## src/rtl/mvau_inp_buf_ctrl.sv

```systemverilog
// MVAU input buffer sequencer.
// Streams SF activation beats into the buffer (write-through, neuron fold 0),
// then replays the stored vector for folds 1..NF-1. Drives the buffer's
// wr_en/rd_en/addr and emits a valid flag plus fold-boundary flags aligned
// with the buffer's registered read data (one cycle after issue).
module mvau_inp_buf_ctrl #(
  parameter int SF       = 16,
  parameter int NF       = 4,
  parameter int BUF_ADDR = 4,
  parameter int NF_W     = (NF > 1) ? $clog2(NF) : 1
) (
  input  logic                clk,
  input  logic                rst_n,
  input  logic                in_v,
  output logic                in_rdy,
  input  logic                stall,
  output logic                wr_en,
  output logic                rd_en,
  output logic [BUF_ADDR-1:0] addr,
  output logic                out_v,
  output logic                out_sf_last,
  output logic                out_nf_last
);

  typedef enum logic {
    ST_WRITE = 1'b0,
    ST_READ  = 1'b1
  } state_t;

  localparam logic [BUF_ADDR-1:0] SF_LAST = BUF_ADDR'(SF - 1);
  localparam logic [NF_W-1:0]     NF_LAST = NF_W'(NF - 1);

  state_t              state_q, state_d;
  logic [BUF_ADDR-1:0] sf_q, sf_d;
  logic [NF_W-1:0]     nf_q, nf_d;
  logic                out_v_q, out_sf_last_q, out_nf_last_q;

  logic go;       // not in reset and not backpressured: an access may issue
  logic issue;
  logic sf_last;
  logic nf_last;

  assign go      = rst_n & ~stall;
  assign in_rdy  = go & (state_q == ST_WRITE);
  assign wr_en   = in_v & in_rdy;
  assign rd_en   = go & (state_q == ST_READ);
  assign issue   = wr_en | rd_en;
  assign sf_last = (sf_q == SF_LAST);
  assign nf_last = (nf_q == NF_LAST);

  // addr is held at 0 during reset so the buffer never sees a stale index
  assign addr = rst_n ? sf_q : '0;

  // Counter/state advance: only an issued access moves the sequence forward
  always_comb begin
    sf_d    = sf_q;
    nf_d    = nf_q;
    state_d = state_q;
    if (issue) begin
      if (sf_last) begin
        sf_d = '0;
        if (state_q == ST_WRITE) begin
          // With a single neuron fold the write pass is the only pass
          if (NF > 1) begin
            nf_d    = NF_W'(1);
            state_d = ST_READ;
          end
        end else if (nf_last) begin
          nf_d    = '0;
          state_d = ST_WRITE;
        end else begin
          nf_d = nf_q + NF_W'(1);
        end
      end else begin
        sf_d = sf_q + BUF_ADDR'(1);
      end
    end
  end

  // Sequencer registers and issue-aligned output flags (valid one cycle after issue)
  always_ff @(posedge clk) begin
    if (!rst_n) begin
      state_q       <= ST_WRITE;
      sf_q          <= '0;
      nf_q          <= '0;
      out_v_q       <= 1'b0;
      out_sf_last_q <= 1'b0;
      out_nf_last_q <= 1'b0;
    end else begin
      state_q       <= state_d;
      sf_q          <= sf_d;
      nf_q          <= nf_d;
      out_v_q       <= issue;
      out_sf_last_q <= issue & sf_last;
      out_nf_last_q <= issue & nf_last;
    end
  end

  assign out_v       = out_v_q;
  assign out_sf_last = out_sf_last_q;
  assign out_nf_last = out_nf_last_q;

endmodule

```

## config.mk

```make
export PLATFORM = sky130hd
export DESIGN_NAME = mvau_inp_buf_ctrl
export DESIGN_NICKNAME = d
export VERILOG_FILES = /design/src/rtl/mvau_inp_buf_ctrl.sv
export SDC_FILE = /design/constraint.sdc
export NUM_CORES = 1
export LEC_CHECK = 0
export BUFFER_PORTS_ARGS = -buffer_cell sky130_fd_sc_hd__buf_2
export CAP_MARGIN = 20
export CORE_MARGIN = 2
export CORE_UTILIZATION = 35
export CTS_BUF_LIST = sky130_fd_sc_hd__clkbuf_4 sky130_fd_sc_hd__clkbuf_8 sky130_fd_sc_hd__clkbuf_16
export CTS_CLUSTER_SIZE = 8
export DETAILED_ROUTE_END_ITERATION = 8
export GPL_ROUTABILITY_DRIVEN = 0
export PLACE_DENSITY = 0.65
export SYNTH_ARGS = -nofsm -noshare
export SYNTH_HDL_FRONTEND = slang
export SYNTH_SLANG_ARGS = --single-unit
export TNS_END_PERCENT = 30
```

## constraint.sdc

```tcl
create_clock -name clk -period 1.5 [get_ports clk]
set_clock_uncertainty 0.2 [all_clocks]
set_input_delay 0.15 -clock clk [delete_from_list [all_inputs] [get_ports clk]]
set_output_delay 0.15 -clock clk [all_outputs]
set_load 0.02 [all_outputs]
```

; ---- After elaboration in Yosys (flattened, before gate mapping)
; Index checks and enable logic that the tools add are counted.
[op_classes]
mux = 6
div_mod_pow = 0
shift = 0
magnitude_cmp = 0
reduce_logical = 1
bitwise = 9
n_mul = 0
addsub = 2
eq_ne = 2
[ops]
columns = operator, n
row1 = 4-bit 2-to-1 mux, 2
row2 = 1-bit bitwise AND, 6
row3 = "4-bit by 1-bit adder with 4-bit output, second input constant", 1
row4 = "4-bit equality test, second input constant", 1
row5 = 2-bit 2-to-1 mux, 2
row6 = "2-bit by 1-bit adder with 2-bit output, second input constant", 1
row7 = "2-bit equality test, second input constant", 1
row8 = 1-bit 2-to-1 mux, 2
row9 = 1-bit NOT, 2
row10 = 2-bit AND reduction, 1
row11 = 1-bit bitwise OR, 1
[word_totals]
input_bits = 4
wordCells = 26
n_memories = 0
romBits = 0
latch_bits = 0
mem_bits_rw = 0
output_inout_bits = 10
register_bits = 10

; ---- Longest topological paths before layout
[logic_depth]
ltp_word = 6
depth_mapped = 4
mapped_depth_nobuf = 4

; ---- Worst setup path before layout
; OpenSTA, ideal clock, no wires.
[synth_timing]
path_type = register to register
startpoint = register state_q
endpoint = register sf_q[1]
path_stages_with_launch = 4
arrival_ns = 1.049
path_slack_ns = 0.131
path_buffers = 0
period_less_slack_ns = 1.369
setup_ns = 0.121
t_required_ns = 1.179
path_cell_list = dfxtp_1 > nor2_1 > nor2_1 > mux2_2
[synth_between]
elab_chain_len = 4
[synth_lines]
columns = element, line_no
row1 = start: declaration, 33  ; state_t state_q, state_d;
row2 = start signal: assignment, 90  ; state_q <= state_d;
row3 = 1-bit NOT, -
row4 = 1-bit bitwise AND, 44  ; assign in_rdy = go & (state_q == ST_WRITE);
row5 = 1-bit bitwise AND, 45  ; assign wr_en = in_v & in_rdy;
row6 = 1-bit bitwise OR *, 47  ; assign issue = wr_en | rd_en;
row7 = end signal: assignment, 84  ; sf_q <= '0;
row8 = end signal: assignment, 91  ; sf_q <= sf_d;
row9 = end: declaration, 34  ; logic [BUF_ADDR-1:0] sf_q, sf_d;
; Every way passes the cells marked *; elsewhere a longest branch is shown, timed or not.
; A chain may end at the register's enable or synchronous reset.

; ---- Worst setup path after layout
[layout_timing]
startpoint = register state_q
endpoint = output port wr_en
[layout_between]
elab_chain_len = 3
[layout_lines]
columns = element, line_no
row1 = 1-bit NOT, -
row2 = 1-bit bitwise AND, 44
row3 = 1-bit bitwise AND, 45
row4 = end: declaration, 17  ; output logic wr_en,
; No other way between the ends.

==> out/summary.txt <==
Crit-path max cell delay = 0.31 ns
Storage cell area = 200 um^2
Area occupied by multi-input gates = 243 um^2
Setup violations, final = 0
First-pass GRT wire length = 1400 um
GRT Residual Overflow = 0
Synth Area per Inst = 9.21 um^2
CP startpoint kind = flip-flop
Skew-Pair Late Insertion Delay = 0.26 ns
Max cap viols = 0
Post-Syn Area = 460 um^2
Setup WS post-layout = 0.0542 ns
1st-iter DRT viols = 9
Slew @ Worst Pin = 0.333 ns
Largest net degree at the start of global routing = 11
Worst EP arrival = 1.10 ns
Remaining DRCs = 0
WS Path Type = flip-flop to output pin
Via count = 412
CTS tree = built
Clock buffer depth = 2
Row count = 13
Layout filler cell count = 129
Worst-path clk slew = 0.07 ns
WL final = 950 um
Setup TNS = 0 ns
Die height = 40.3 um
Synthesized net count = 56
Clock Tree Root = clkbuf_4
Leak = 0.283 nW
Hold Slack = 0.111 ns
Initial antenna violation count = 0
Crit share post-route = 0.964
Peak Freq = 692 MHz
1st-pass router iterations = 4
Global Route Usage Sum = 0.141
Crit-path slowest cell = dfxtp_1
Share of layout cells above drive strength 1 = 0.437
Crit-path most repeated cell = buf_4
Drt wl/cell = 11.0 um
Die X = 40.3 um
Die ar. = 1620 um^2
Synthesis warning total = 0
Starting Density = 0.363
Post-Synthesis Cells = 50
# diodes = 0
CP Data Required Time = 1.15 ns
Final Max Tran Viols = 0
Worst IR Drop VDD = 0.344 mV
Num CTS Buffers = 3
Clock sinks = 10
Final nets = 79
FF+latch count, synth = 10
Status = complete, no violations
Antenna-violating nets left = 0
Min cycle time layout = 1.45 ns
Hold Path Class = input pin to flip-flop
Vias in the first global route = 355
CORE AREA = 1270 um^2
Critical path fanouts, max = 5
Power density cells = 847 nW/um^2
Port Buf Inserts = 13
Worst-path cell chain = buf_4 > nor2_1 > and2_1 > buf_4
Netlist cell types = 21
Final Hold Violating Endpoints = 0
Num ports = 14
Slew Limit Headroom = 0.778
Area Growth Syn to Fin = 32.1%
Post-synthesis sequential area ratio = 0.435
Crit end category = output pin
Vias/cell = 4.79
Pre-CTS setup slack = 0.0270 ns
Hpwl dp = 728 um
H-tree levels = 1
## path summary, 6_finish.rpt
check / endpoint / slack [ns] / from / depth (start not counted)
hold / removal: nf_q[0] / 0.11 / rst_n / 4
hold reg to reg: nf_q[1] / 0.27 / nf_q[1] / 2
setup / recovery: wr_en / 0.05 / state_q / 4
setup reg to reg: nf_q[1] / 0.11 / sf_q[1] / 5
## synth_stat cells
cell / n / area (um^2)
dfxtp_1: 10 / 200
nor3_2: 1 / 10.0
nand3_1: 4 / 20.0
nand2_1: 5 / 18.8
o31a_2: 1 / 10.0
o21a_1: 1 / 7.51
and2_2: 4 / 30.0
mux2i_1: 2 / 20.0
nor2_1: 6 / 22.5
mux2_2: 1 / 11.3
nand2b_1: 1 / 6.26
o21ai_0: 1 / 5.00
o31ai_1: 1 / 7.51
or4_1: 1 / 7.51
and2_1: 2 / 12.5
inv_1: 3 / 11.3
o41ai_1: 1 / 8.76
ha_1: 2 / 25.0
buf_6: 1 / 11.3
a31oi_1: 1 / 6.26
a31o_2: 1 / 8.76
## critical path, delay by kind of cell, from the launching register on
family / cells / cell delay [ns]
buffers and inverters: 2 / 0.27
flip-flops: 1 / 0.31
AND/OR/NAND/NOR: 2 / 0.25
## routing by layer
| metal | share of wire | vias up | global-route usage |
|---|---|---|---|
| li1 | - | 217 | - |
| met1 | 0.43 | 186 | 0.146 |
| met2 | 0.53 | 9 | 0.218 |
| met3 | 0.042 | 0 | 0.0556 |
| met4 | 0 | 0 | 0.125 |
| met5 | 0 | - | 0 |
## area by class of cell
class | count | area share
clock buffers | 3 | 0.0370
flip-flops and latches | 10 | 0.329
inverters | 3 | 0.0185
well taps | 15 | 0.0309
repair buffers | 19 | 0.185
multi-input cells | 36 | 0.399
## where the power goes
| part | internal, mW | switching [mW] | total, mW |
|---|---|---|---|
| clock | 0.0927 | 0.0919 | 0.185 |
| sequential | 0.272 | 0.00437 | 0.277 |
| combinational | 0.0244 | 0.0299 | 0.0543 |
| total | 0.389 | 0.126 | 0.515 |
## kinds of logic after synthesis
family,after synthesis,synth area share
buf+inv,4,0.0489
flops,10,0.435
simple gates,24,0.277
mux,3,0.0679
fa+ha+maj,2,0.0543
compound gates,7,0.117
## flip-flops by register name (all words and copies together) (netlist names)
signal,flops
out_v,1
out_nf_last,1
sf_q,4
state_q,1
out_sf_last,1
nf_q,2
## stage by stage
| stage | cell area, um^2 | std cells | util | total power [mW] |
|---|---|---|---|---|
| 2_1_floorplan | 460 | 50 | - | 0.314 |
| 3_3_place_gp | 578 | 83 | 0.456 | 0.336 |
| 3_5_place_dp | 578 | 83 | 0.456 | 0.336 |
| 4_1_cts | 601 | 86 | 0.473 | 0.525 |
| 5_1_grt | 608 | 86 | 0.479 | 0.539 |
| 6_report | 608 | 86 | 0.479 | 0.515 |
## timing repair
action | CTS | global route
buffers inserted | 0 | 0
hold buffers | 0 | 0
endpoints found under the setup margin | 0 | 2
resized for setup | 0 | 2
## placed cells by master (no fill, tap or decap), drive strengths merged
cell,synthesis,routed
a31o,1,1
mux2,1,1
nor3,1,1
dfxtp,10,10
buf,1,19
clkbuf,0,3
mux2i,2,2
o41ai,1,1
o31a,1,1
o21ai,1,1
o31ai,1,1
nor2,6,6
o21a,1,1
or4,1,1
inv,3,3
a31oi,1,1
nand3,4,4
and2,6,6
nand2,5,5
ha,2,2
nand2b,1,1
Note: power is estimated with default switching activity, not from simulation.
